**src/rtl/warmboot_ctrl_if.sv**
```systemverilog
// Switch-matrix and loader signal bundle for the S_WARMBOOT warm-boot controller.
// master: switch matrix / loader side, slave: warmboot_ctrl.
interface warmboot_ctrl_if;
   logic       BOOT;
   logic [3:0] SLOT;
   logic       cfg_ack;
   logic       cfg_req;
   logic [3:0] cfg_slot;
   logic       RESET_FABRIC;
   logic       busy;
   logic       err;

   modport master (
      output BOOT, SLOT, cfg_ack,
      input  cfg_req, cfg_slot, RESET_FABRIC, busy, err
   );

   modport slave (
      input  BOOT, SLOT, cfg_ack,
      output cfg_req, cfg_slot, RESET_FABRIC, busy, err
   );
endinterface

```
**src/rtl/warmboot_ctrl.sv**
```systemverilog
// Warm-boot controller: qualifies BOOT, latches SLOT, handshakes with the loader, then pulses fabric reset.
// Optional macro WARMBOOT_SLOT_CHECK_EN rejects out-of-range slots and raises a sticky err.
module warmboot_ctrl #(
   parameter int SYNC_STAGES  = 2,
   parameter int HOLD_CYCLES  = 4,
   parameter int RESET_CYCLES = 16,
   parameter int NUM_SLOTS    = 4
) (
   input logic            CLK,
   input logic            RESET,
   warmboot_ctrl_if.slave bus
);

   typedef enum logic [2:0] {
      ST_IDLE     = 3'd0,
      ST_ARM      = 3'd1,
      ST_REQ      = 3'd2,
      ST_RST      = 3'd3,
      ST_WAIT_LOW = 3'd4
   } state_e;

   localparam int CNT_MAX = (HOLD_CYCLES > RESET_CYCLES) ? HOLD_CYCLES : RESET_CYCLES;
   localparam int CW      = $clog2(CNT_MAX + 1);
   localparam logic [CW-1:0] HOLD_LAST = CW'(HOLD_CYCLES);
   localparam logic [CW-1:0] RST_LAST  = CW'(RESET_CYCLES - 1);
   localparam logic [4:0]    SLOT_LIM  = 5'(NUM_SLOTS);

`ifdef WARMBOOT_SLOT_CHECK_EN
   localparam logic SLOT_CHECK = 1'b1;
`else
   localparam logic SLOT_CHECK = 1'b0;
`endif

   logic [SYNC_STAGES-1:0] boot_sync_q;
   logic [3:0]             slot_sync_q [SYNC_STAGES];
   logic                   boot_s;
   logic [3:0]             slot_s;
   logic                   slot_bad_s;

   state_e        state_q, state_d;
   logic [CW-1:0] cnt_q, cnt_d;
   logic [3:0]    slot_q, slot_d;
   logic          err_q, err_d;
   logic          req_q, req_d;
   logic          fab_q, fab_d;
   logic          busy_q, busy_d;

   // Synchronizer chains for the asynchronous BOOT and SLOT nets
   always_ff @(posedge CLK) begin
      if (RESET) begin
         boot_sync_q <= '0;
         for (int i = 0; i < SYNC_STAGES; i++) begin
            slot_sync_q[i] <= 4'd0;
         end
      end else begin
         boot_sync_q    <= {boot_sync_q[SYNC_STAGES-2:0], bus.BOOT};
         slot_sync_q[0] <= bus.SLOT;
         for (int i = 1; i < SYNC_STAGES; i++) begin
            slot_sync_q[i] <= slot_sync_q[i-1];
         end
      end
   end

   assign boot_s     = boot_sync_q[SYNC_STAGES-1];
   assign slot_s     = slot_sync_q[SYNC_STAGES-1];
   assign slot_bad_s = ({1'b0, slot_s} >= SLOT_LIM);

   // Next-state and next-output decode; outputs are derived from the next state so they can be registered
   always_comb begin
      state_d = state_q;
      cnt_d   = cnt_q;
      slot_d  = slot_q;
      err_d   = err_q;
      case (state_q)
         ST_IDLE: begin
            if (boot_s) begin
               state_d = ST_ARM;
               cnt_d   = CW'(1);
            end else begin
               state_d = ST_IDLE;
            end
         end
         ST_ARM: begin
            if (!boot_s) begin
               state_d = ST_IDLE;
            end else if (cnt_q == HOLD_LAST) begin
               if (SLOT_CHECK && slot_bad_s) begin
                  err_d   = 1'b1;
                  state_d = ST_WAIT_LOW;
               end else begin
                  slot_d  = slot_s;
                  state_d = ST_REQ;
               end
            end else begin
               cnt_d = cnt_q + CW'(1);
            end
         end
         ST_REQ: begin
            if (bus.cfg_ack) begin
               state_d = ST_RST;
               cnt_d   = '0;
            end else begin
               state_d = ST_REQ;
            end
         end
         ST_RST: begin
            if (cnt_q == RST_LAST) begin
               state_d = ST_WAIT_LOW;
            end else begin
               cnt_d = cnt_q + CW'(1);
            end
         end
         ST_WAIT_LOW: begin
            // A BOOT still held high must drop before another request can start
            if (!boot_s) begin
               state_d = ST_IDLE;
            end else begin
               state_d = ST_WAIT_LOW;
            end
         end
         default: begin
            state_d = ST_IDLE;
         end
      endcase
      req_d  = (state_d == ST_REQ);
      fab_d  = (state_d == ST_REQ) || (state_d == ST_RST);
      busy_d = (state_d != ST_IDLE);
   end

   // State, counter and registered outputs
   always_ff @(posedge CLK) begin
      if (RESET) begin
         state_q <= ST_IDLE;
         cnt_q   <= '0;
         slot_q  <= 4'd0;
         err_q   <= 1'b0;
         req_q   <= 1'b0;
         fab_q   <= 1'b0;
         busy_q  <= 1'b0;
      end else begin
         state_q <= state_d;
         cnt_q   <= cnt_d;
         slot_q  <= slot_d;
         err_q   <= err_d;
         req_q   <= req_d;
         fab_q   <= fab_d;
         busy_q  <= busy_d;
      end
   end

   assign bus.cfg_req      = req_q;
   assign bus.cfg_slot     = slot_q;
   assign bus.RESET_FABRIC = fab_q;
   assign bus.busy         = busy_q;
   assign bus.err          = err_q;

endmodule

```
**src/flat_wrapper.sv**
```systemverilog
// flat-port wrapper written by rule: the top's interface ports become plain ports
module warmboot_ctrl_flat 
#(
   parameter int SYNC_STAGES  = 2,
   parameter int HOLD_CYCLES  = 4,
   parameter int RESET_CYCLES = 16,
   parameter int NUM_SLOTS    = 4
)
  (CLK, RESET, bus_BOOT, bus_SLOT, bus_cfg_ack, bus_cfg_req, bus_cfg_slot, bus_RESET_FABRIC, bus_busy, bus_err);
  warmboot_ctrl_if bus_i ();
  input logic CLK;
  input logic RESET;
  input wire logic [$bits(bus_i.BOOT)-1:0] bus_BOOT;
  input wire logic [$bits(bus_i.SLOT)-1:0] bus_SLOT;
  input wire logic [$bits(bus_i.cfg_ack)-1:0] bus_cfg_ack;
  output wire logic [$bits(bus_i.cfg_req)-1:0] bus_cfg_req;
  output wire logic [$bits(bus_i.cfg_slot)-1:0] bus_cfg_slot;
  output wire logic [$bits(bus_i.RESET_FABRIC)-1:0] bus_RESET_FABRIC;
  output wire logic [$bits(bus_i.busy)-1:0] bus_busy;
  output wire logic [$bits(bus_i.err)-1:0] bus_err;
  assign bus_i.BOOT = bus_BOOT;
  assign bus_i.SLOT = bus_SLOT;
  assign bus_i.cfg_ack = bus_cfg_ack;
  assign bus_cfg_req = bus_i.cfg_req;
  assign bus_cfg_slot = bus_i.cfg_slot;
  assign bus_RESET_FABRIC = bus_i.RESET_FABRIC;
  assign bus_busy = bus_i.busy;
  assign bus_err = bus_i.err;
  warmboot_ctrl #(.SYNC_STAGES(SYNC_STAGES), .HOLD_CYCLES(HOLD_CYCLES), .RESET_CYCLES(RESET_CYCLES), .NUM_SLOTS(NUM_SLOTS)) u_core (.CLK(CLK), .RESET(RESET), .bus(bus_i));
endmodule
```
**config.mk**
```make
export PLATFORM = sky130hd
export DESIGN_NAME = warmboot_ctrl_flat
export DESIGN_NICKNAME = d
export VERILOG_FILES = /design/src/rtl/warmboot_ctrl_if.sv /design/src/rtl/warmboot_ctrl.sv /design/src/flat_wrapper.sv
export SDC_FILE = /design/constraint.sdc
export NUM_CORES = 1
export LEC_CHECK = 0
export ABC_CLOCK_PERIOD_IN_PS = 2200
export BUFFER_PORTS_ARGS = -buffer_cell sky130_fd_sc_hd__buf_4
export CORE_MARGIN = 3
export CORE_UTILIZATION = 54
export DETAILED_ROUTE_END_ITERATION = 10
export GPL_ROUTABILITY_DRIVEN = 0
export HOLD_SLACK_MARGIN = 0.12
export PLACE_DENSITY_LB_ADDON = 0.3
export SYNTH_ARGS = -nofsm -noshare
export SYNTH_HDL_FRONTEND = slang
export SYNTH_SLANG_ARGS = --single-unit
export TNS_END_PERCENT = 10
```
**constraint.sdc**
```tcl
create_clock -name CLK -period 2.2 [get_ports CLK]
set_input_delay 0.22 -clock CLK [delete_from_list [all_inputs] [get_ports CLK]]
set_output_delay 0.22 -clock CLK [all_outputs]
set_load 0.01 [all_outputs]
```
### Word-level counts from Yosys, hierarchy flattened

Memory sizes are Yosys's and may differ from the RTL's. A register that Yosys moved wholly into a read port is not among the register bits.
Index checks and enable logic that the tools add are counted.

* bits in registers: 13
* RAM bits: 8
* memories: 1
* input port bits: 8

Memory list
* u_core.slot_sync_q: words 2, width 4, read ports 2, clocked after memory_dff 1, wr ports 2, line warmboot_ctrl.sv:35 `logic [3:0] slot_sync_q [SYNC_STAGES];`

* bitwise logic cells: 2
* muxes and demuxes: 18
* reduce and logical (&&, ||, !) cells: 6
* eq/ne operators: 13
* add/sub/neg operators: 1

Operators with widths (number)
* 5-bit 2-to-1 mux: 5
* 5-bit case mux with 4 select lines: 1
* 3-bit case mux with 5 select lines: 1
* 3-bit by 2-bit equality test with 1-bit output, second input constant: 4
* 3-bit 2-to-1 mux: 4
* 4-bit 2-to-1 mux: 2
* 2-bit != test, second input constant: 3
* 6-bit AND reduction: 1
* 5-bit by 1-bit adder with 5-bit output, second input constant: 1
* 5-bit by 3-bit equality test with 1-bit output, second input constant: 1
* 5-bit by 4-bit equality test with 1-bit output, second input constant: 1
* 1-bit 2-to-1 mux: 5
* 2-bit by 1-bit != test with 1-bit output, second input constant: 2
* 4-bit nonzero test: 1
* 3-bit by 1-bit equality test with 1-bit output, second input constant: 1
* 3-bit equality test, second input constant: 1
* 3-bit logical NOT: 1
* 3-bit AND reduction: 1
* 3-bit nonzero test: 1
* 1-bit bitwise OR: 2
* 1-bit logical OR: 1

### Logic depth before layout (Yosys ltp)

Gate-level depths: netlist of the first run.

* depth after elaboration: 6
* depth in mapped cells: 6

### Worst setup path after synthesis of the first run

No wires, ideal clock.

* path kind: register to register
* start point: reg u_core.cnt_q[0]
* end point: reg u_core.cnt_q[4]
* path slack: 0.531 ns
* stages on the path, launching flop included: 7
* buffers on the path: 0
* arrival: 1.573 ns
* period minus slack after synthesis: 1.669 ns
* cells stage by stage: dfxtp_1 ha_1 and3_1 ha_1 a32oi_4 nand2_4 o41ai_2

* longest elaborated chain between the ends: 4

Ends and longest elaborated chain
* start: declaration: line warmboot_ctrl.sv:41 `logic [CW-1:0] cnt_q, cnt_d;`
* start signal: assignment: line warmboot_ctrl.sv:142 `cnt_q <= cnt_d;`
* 5-bit by 1-bit adder with 5-bit output: line warmboot_ctrl.sv:95, warmboot_ctrl.sv:110
* 5-bit 2-to-1 mux: line warmboot_ctrl.sv:86 `end else if (cnt_q == HOLD_LAST) begin`
* 5-bit 2-to-1 mux: line warmboot_ctrl.sv:84 `if (!boot_s) begin`
* 5-bit case mux with 4 select lines: line warmboot_ctrl.sv:74 `case (state_q)`

Parallel ways exist; a longest one is shown, timed or not. The select of a mux whose other input is x is not followed.
A chain may end at the register's enable or synchronous reset.

### Final worst setup path of the first run

Ends and elaborated chain as after synthesis.

==> key figures, run 1 <==
STA
  – Tightest Pin Transition: 0.574 ns
  – Period utilization: 0.826
  – Final Hold Viols: 0
  – Finish-stage setup viols: 0
  – Clock skew: 0.0135 ns
  – Slew margin rel.: 0.614
  – Fin Hold WS: 0.229 ns
  – FMAX: 550 MHz
  – Period minus WS final: 1.82 ns
  – RSZ-0062 raised after global routing: false
  – Slew Limit Fails: 0
  – Final setup TNS: 0 ns

CTS
  – H-tree Lvls: 1
  – Clk root buf: clkbuf_4
  – Post-CTS Setup Inserts: 0
  – Total CTS buffers: 3
  – Clock Latency Late Sink: 0.32 ns
  – Sink Count: 25
  – Clock tree buffer depth: 2
  – Clk slew on worst S/H paths: 0.14 ns
  – CTS tree: done

Cells and area
  – Layout cells sized above 1: 0.242
  – Area Growth Syn to Fin: 16.3%
  – Final net count: 132
  – Post-Layout Cell Count: 145
  – Antenna fix cells: 0
  – Final Cell Area: 0.00128 mm^2

Place
  – Hpwl dp: 1.36 mm
  – Dpl cells: 136
  – Placed Area: 0.00120 mm^2
  – PortBufs: 14

Synthesis
  – Ys async rst share: 0
  – EDFF count, synth: 0
  – Sequential area share after synthesis: 0.455
  – Synth Flop Type: dfxtp_1
  – Mapped Area: 0.00110 mm^2
  – Ys Warns: 0
  – Seq cells post-synth: 25
  – Syn Nets: 113
  – Syn Inst Count: 102
  – Yosys cell types: 37
  – Syn avg cell area: 10.8 um^2

GRT
  – First-pass GRT wire length: 3.14 mm
  – Vias in the first global route: 703
  – Grt ovf: 0
  – Antenna violations before repair: 0
  – Total track usage: 0.163
  – Largest net degree at the start of global routing: 25

Hold path
  – Min-Delay Path Class: primary input to flop
  – Hold Path Depth: 2
  – HP Start: RESET
  – Min-Delay Endpoint: u_core.bus.cfg_slot[0]

Drt
  – WL/cell: 13.4 um
  – Initial DRC Count: 22
  – Post-route ant nets: 0
  – Vias/cell: 5.51
  – Total Wirelength: 1.94 mm
  – Residual DRC: 0
  – 1st-pass router iterations: 4
  – Routed via count: 799

Worst setup path
  – Startpoint Class: flop
  – Crit. End Element: flop
  – Worst-path fanout max: 6
  – Crit path DAT: 2.06 ns
  – Capturing point of the worst reg2reg path: u_core.cnt_q[4]
  – Flop2flop setup slack: 0.38 ns
  – FF-to-FF Start: u_core.cnt_q[0]
  – Critical path class: flop to flop
  – Worst EP required: 2.44 ns
  – R2R cell count: 6

Power and ir drop
  – Psw: 0.163 mW
  – Switching part of the total power: 0.226
  – P_leak: 0.480 nW
  – Reg power frac: 0.651
  – Clk pwr share: 0.284
  – Pwr dens: 564 mW/mm^2
  – Comb power frac: 0.066
  – Max VDD drop: 403 uV
  – Internal Power: 0.558 mW

Floorplan
  – Die area: 0.00261 mm^2
  – Die Y: 51.1 um
  – Initial Util: 0.604
  – Placeable Area: 0.00182 mm^2
  – Chip Width: 51.1 um
  – I/O pins: 16
  – FP Rows: 15

Run status
  – Status: complete, no violations

Flow run
  – Max Cap Violations: 0
-- what timing repair did --
action                                  CTS  global route
endpoints found under the setup margin    0             0
hold buffers                              5             0
resized for setup                         0             0
hold endpoints to repair                  5             0
-- sequential cells by signal (all words and copies together), names as in the netlist --
signal / count
u_core.bus.cfg_req: 1
u_core.slot_sync_q: 8
u_core.boot_sync_q: 2
u_core.bus.RESET_FABRIC: 1
u_core.bus.cfg_slot: 4
u_core.cnt_q: 5
u_core.state_q: 3
u_core.bus.busy: 1
-- metal layers --
layer / part of all wire / global-route usage
met5: 0 / 0
met1: 0.44 / 0.197
met2: 0.48 / 0.270
met4: 0.018 / 0.0673
met3: 0.064 / 0.0437
-- worst max path at each step --
stage                 endpoint  depth (start not counted)       startpoint  slack, ns
6_report       u_core.cnt_q[4]                          6  u_core.cnt_q[0]       0.38
5_1_grt        u_core.cnt_q[4]                          6  u_core.cnt_q[0]       0.27
4_1_cts        u_core.cnt_q[4]                          6  u_core.cnt_q[0]       0.38
3_5_place_dp   u_core.cnt_q[4]                          6  u_core.cnt_q[0]       0.41
3_3_place_gp   u_core.cnt_q[4]                          6  u_core.cnt_q[0]       0.47
2_1_floorplan  u_core.cnt_q[4]                          6  u_core.cnt_q[0]       0.53
-- stage by stage --
step	setup WS [ns]	utilization	total power, mW
after detailed placement	0.412	0.658	0.519
final	0.383	0.702	0.721
after CTS	0.381	0.702	0.727
after global routing	0.266	0.702	0.755
after floorplan	0.531	-	0.505
after global placement	0.469	0.658	0.518
-- synth_stat cells (all sizes together) (2+ instances only) --
master / n / area [um^2]
o41ai: 2 / 32.5
nor3b: 2 / 20.0
nand4: 2 / 12.5
o21a: 2 / 16.3
dfxtp: 25 / 500
nor2b: 11 / 68.8
nand3: 5 / 25.0
nor2: 10 / 37.5
buf: 3 / 30.0
inv: 5 / 18.8
clkbuf: 2 / 7.51
mux2i: 4 / 40.0
ha: 3 / 37.5
a311o: 2 / 20.0
a21oi: 4 / 20.0
o21ai: 2 / 10.0
-- worst max-delay path, stage by stage, from the launching register on --
cell	delay [ns]
dfxtp_1	0.37
ha_1	0.23
and3_1	0.19
ha_1	0.24
a32oi_4	0.35
nand2_4	0.11
o41ai_2	0.27
-- layout make-up --
type | count | area (um^2)
inverters | 5 | 18.8
clock buffers | 3 | 22.5
flip-flops and latches | 25 | 500
clock inverters | 1 | 7.51
multi-input cells | 67 | 543
well taps | 25 | 31.3
repair buffers | 19 | 155
fillers | 144 | 542
-- power by group through the flow --
stage | logic (mW) | clock network [mW] | registers, mW
2_1_floorplan | 0.0280 | 0 | 0.477
3_3_place_gp | 0.0388 | 0 | 0.479
3_5_place_dp | 0.0398 | 0 | 0.479
4_1_cts | 0.0471 | 0.211 | 0.469
5_1_grt | 0.0518 | 0.232 | 0.471
6_report | 0.0474 | 0.205 | 0.469
-- cells in the final DEF, fill, tap and decap left out, drive strengths merged --
cell type	n
and3	1
nand2b	1
nor2b	11
and4b	1
o21ai	2
a32o	1
or2	1
and2	1
o211ai	1
dfxtp	25
or3	1
nand4b	1
nand2	1
a211oi	1
ha	3
nor4	1
a311o	2
nor3b	2
a32oi	1
clkinvlp	1
a31oi	1
o31ai	1
o21a	2
nand3	5
mux2i	4
inv	5
and2b	1
dlygate4sd3	5
nor3	1
conb	1
a21oi	4
clkbuf	3
nand4	2
o41ai	2
buf	14
nor2	10
-- kinds of logic after synthesis --
group           Yosys count  share of synthesized area
mux                       4                     0.0364
buf+inv                  10                     0.0512
compound gates           18                      0.150
fa+ha+maj                 3                     0.0341
other cells               1                    0.00341
flops                    25                      0.455
simple gates             41                      0.270
Power figures use the tool's default switching activity.
==> run 2, diff against run 1 <==
- ABC_CLOCK_PERIOD_IN_PS: 2200 -> 1700
- clock period: 2.2 -> 1.7 ns (I/O delays scaled with it)
==> run 2 against run 1 <==
  * Global-route usage increased by 4.5 points
  * Core utilization increased by 6.5 points
  * Power increased by 31%
  * Critical path depth unchanged
  * Register-to-register slack got worse by 0.36 ns
  * Non-clock buffer count increased by 9
  * Combinational power increased by 49%
  * Worst hold slack got worse by 0.049 ns
  * Sequential power increased by 30%
  * Flip-flop and latch count unchanged
  * Maximum frequency increased by 8.6%
==> key figures, run 2 (synthesized netlist as in run 1, its figures left out) <==
Worst setup path
  – Worst EP required: 1.91 ns (was 2.44 ns)
  – Top cell by count, worst path: ha_4 (was ha_1)
  – R2R cell count: 6 (unchanged)
  – FF-to-FF Start: u_core.cnt_q[0] (unchanged)
  – Critical path class: flop to flop (unchanged)
  – CP cell instances: ha_4, and3_4, ha_4, a32oi_4, a311o_1, o41ai_4 (was ha_1, and3_1, ha_1, a32oi_4, nand2_4, o41ai_2)
  – Capturing point of the worst reg2reg path: u_core.cnt_q[0] (was u_core.cnt_q[4])
  – Crit. End Element: flop (unchanged)
  – Critical Path Max Stage Delay: 0.39 ns (was 0.37 ns)
  – Worst-path fanout max: 6 (unchanged)
  – Flop2flop setup slack: 0.03 ns (was 0.38 ns)
  – Startpoint Class: flop (unchanged)
  – Crit path DAT: 1.89 ns (was 2.06 ns)
  – Critical-path top delay cell: dfxtp_4 (was dfxtp_1)

Power and ir drop
  – Overall power: 0.948 mW (was 0.721 mW)
  – Pwr dens: 678 mW/mm^2 (was 564 mW/mm^2)
  – P_leak: 0.528 nW (was 0.480 nW)
  – Max VDD drop: 545 uV (was 403 uV)

Drt
  – Residual DRC: 0 (unchanged)
  – 1st-pass router iterations: 4 (unchanged)
  – Vias/cell: 5.55 (was 5.51)
  – Initial DRC Count: 37 (was 22)
  – WL/cell: 15.4 um (was 13.4 um)
  – Routed via count: 855 (was 799)
  – Total Wirelength: 2.37 mm (was 1.94 mm)
  – Post-route ant nets: 0 (unchanged)

STA
  – RSZ-0062 raised after global routing: true (was false)
  – FMAX: 597 MHz (was 550 MHz)
  – Final Hold Viols: 0 (unchanged)
  – Period minus WS final: 1.67 ns (was 1.82 ns)
  – Clock skew: 0.00887 ns (was 0.0135 ns)
  – Slew Limit Fails: 0 (unchanged)
  – Fin worst setup slack: 0.0259 ns (was 0.383 ns)
  – Final setup TNS: 0 ns (unchanged)
  – Period utilization: 0.985 (was 0.826)
  – Finish-stage setup viols: 0 (unchanged)

Floorplan
  – Initial Util: 0.604 (unchanged)
  – FP Rows: 15 (unchanged)
  – Placeable Area: 0.00182 mm^2 (unchanged)
  – Die area: 0.00261 mm^2 (unchanged)
  – Chip Width: 51.1 um (unchanged)
  – I/O pins: 16 (unchanged)
  – Die Y: 51.1 um (unchanged)

GRT
  – Total track usage: 0.208 (was 0.163)
  – Largest net degree at the start of global routing: 25 (unchanged)
  – Grt ovf: 0 (unchanged)
  – Antenna violations before repair: 0 (unchanged)
  – Vias in the first global route: 846 (was 703)
  – First-pass GRT wire length: 4.00 mm (was 3.14 mm)

Hold path
  – Hold Path Depth: 2 (unchanged)
  – HP Start: RESET (unchanged)
  – Min-Delay Path Class: primary input to flop (unchanged)
  – Min-Delay Endpoint: u_core.bus.cfg_slot[1] (was u_core.bus.cfg_slot[0])

CTS
  – CTS tree: done (unchanged)
  – Sink Count: 25 (unchanged)
  – Clk root buf: clkbuf_4 (unchanged)
  – H-tree Lvls: 1 (unchanged)
  – Total CTS buffers: 3 (unchanged)
  – Clk slew on worst S/H paths: 0.14 ns (about the same)
  – Clock tree buffer depth: 2 (unchanged)
  – Clock Latency Late Sink: 0.32 ns (about the same)

Cells and area
  – Layout cells sized above 1: 0.357 (was 0.242)
  – Max FFs per register: 8 (unchanged)
  – Biggest register: u_core.slot_sync_q (unchanged)
  – Area Growth Syn to Fin: 27.1% (was 16.3%)
  – Most frequent cells in the layout: 23 x buf_4, 21 x dfxtp_1, 11 x nor2b_1 (was 25 x dfxtp_1, 14 x buf_4, 11 x nor2b_1)
  – Final net count: 141 (was 132)
  – Antenna fix cells: 0 (unchanged)
  – Leading cell type in the layout, fill and taps excluded: buf_4 (was dfxtp_1)
  – Final Util: 0.768 (was 0.702)

Run status
  – Status: complete, no violations (unchanged)

Place
  – Hpwl dp: 1.50 mm (was 1.36 mm)
  – PortBufs: 14 (unchanged)
  – Post-place setup slack: -0.0776 ns (was 0.412 ns)

Flow run
  – Max Cap Violations: 0 (unchanged)
==> run 2: cell types whose count changed in the layout (fill, tap and decap cells not counted) <==
cell     change
dfxtp_4      +1
buf_4        +9
ha_2         +1
o41ai_2      -1
dfxtp_2      +3
o41ai_4      +1
ha_4         +2
dfxtp_1      -4
ha_1         -3
and3_1       -1
and3_4       +1
==> run 2: how the worst max path moves through the flow <==
stage	from	to	slack [ns]	depth (start not counted)
6_report	u_core.cnt_q[0]	u_core.cnt_q[0]	0.03	6
3_5_place_dp	u_core.cnt_q[0]	u_core.cnt_q[4]	-0.08	6
3_3_place_gp	u_core.cnt_q[0]	u_core.cnt_q[4]	-0.01	6
4_1_cts	u_core.cnt_q[0]	u_core.cnt_q[0]	0.01	6
2_1_floorplan	u_core.cnt_q[0]	u_core.cnt_q[4]	0.03	6
5_1_grt	u_core.cnt_q[0]	u_core.cnt_q[0]	-0.04	6
==> run 2: cell type report <==
class	count	area, um^2
clock inverters	1	7.51
repair buffers	28	223
clock buffers	3	22.5
inverters	5	18.8
well taps	25	31.3
multi-input cells	67	587
fillers	123	423
flip-flops and latches	25	508
==> run 2: power breakdown <==
part	leakage (nW)	internal [mW]	switching (mW)
clock network	0.0139	0.0901	0.179
registers	0.206	0.599	0.00924
logic	0.308	0.0375	0.0333
==> run 2: layer usage <==
metal  global-route usage  wire length [um]  part of all wire  up-vias
met2                0.356              1220              0.52       34
met3               0.0525               164             0.069        5
met1                0.253               940              0.40      403
met4               0.0673                40             0.017        0
li1                     -                 -                 -      413
met5                    0                 0                 0        -
==> run 2: what timing repair did <==
action / CTS / global route
hold buffers: 5 / 0
buffers inserted: 0 / 0
endpoints found under the setup margin: 7 / 5
gates resized for setup: 7 / 5
endpoints found under the hold margin: 5 / 0
pin swaps: 7 / 3
==> run 2: per-stage QoR <==
stage                     area [um^2]  hold slack, ns  instances
after floorplan                  1100           0.250        102
after global placement           1270           0.379        145
after detailed placement         1270           0.385        145
after CTS                        1380           0.188        154
after global routing             1400           0.184        154
final                            1400           0.180        154
==> run 2: worst max-delay path, delay by kind of cell (launching register included) <==
kind,cells,cell delay (ns)
flip-flops,1,0.39
AO/OA/AOI/OAI,3,0.70
AND/OR/NAND/NOR,1,0.15
adder cells (fa/ha/maj),2,0.33
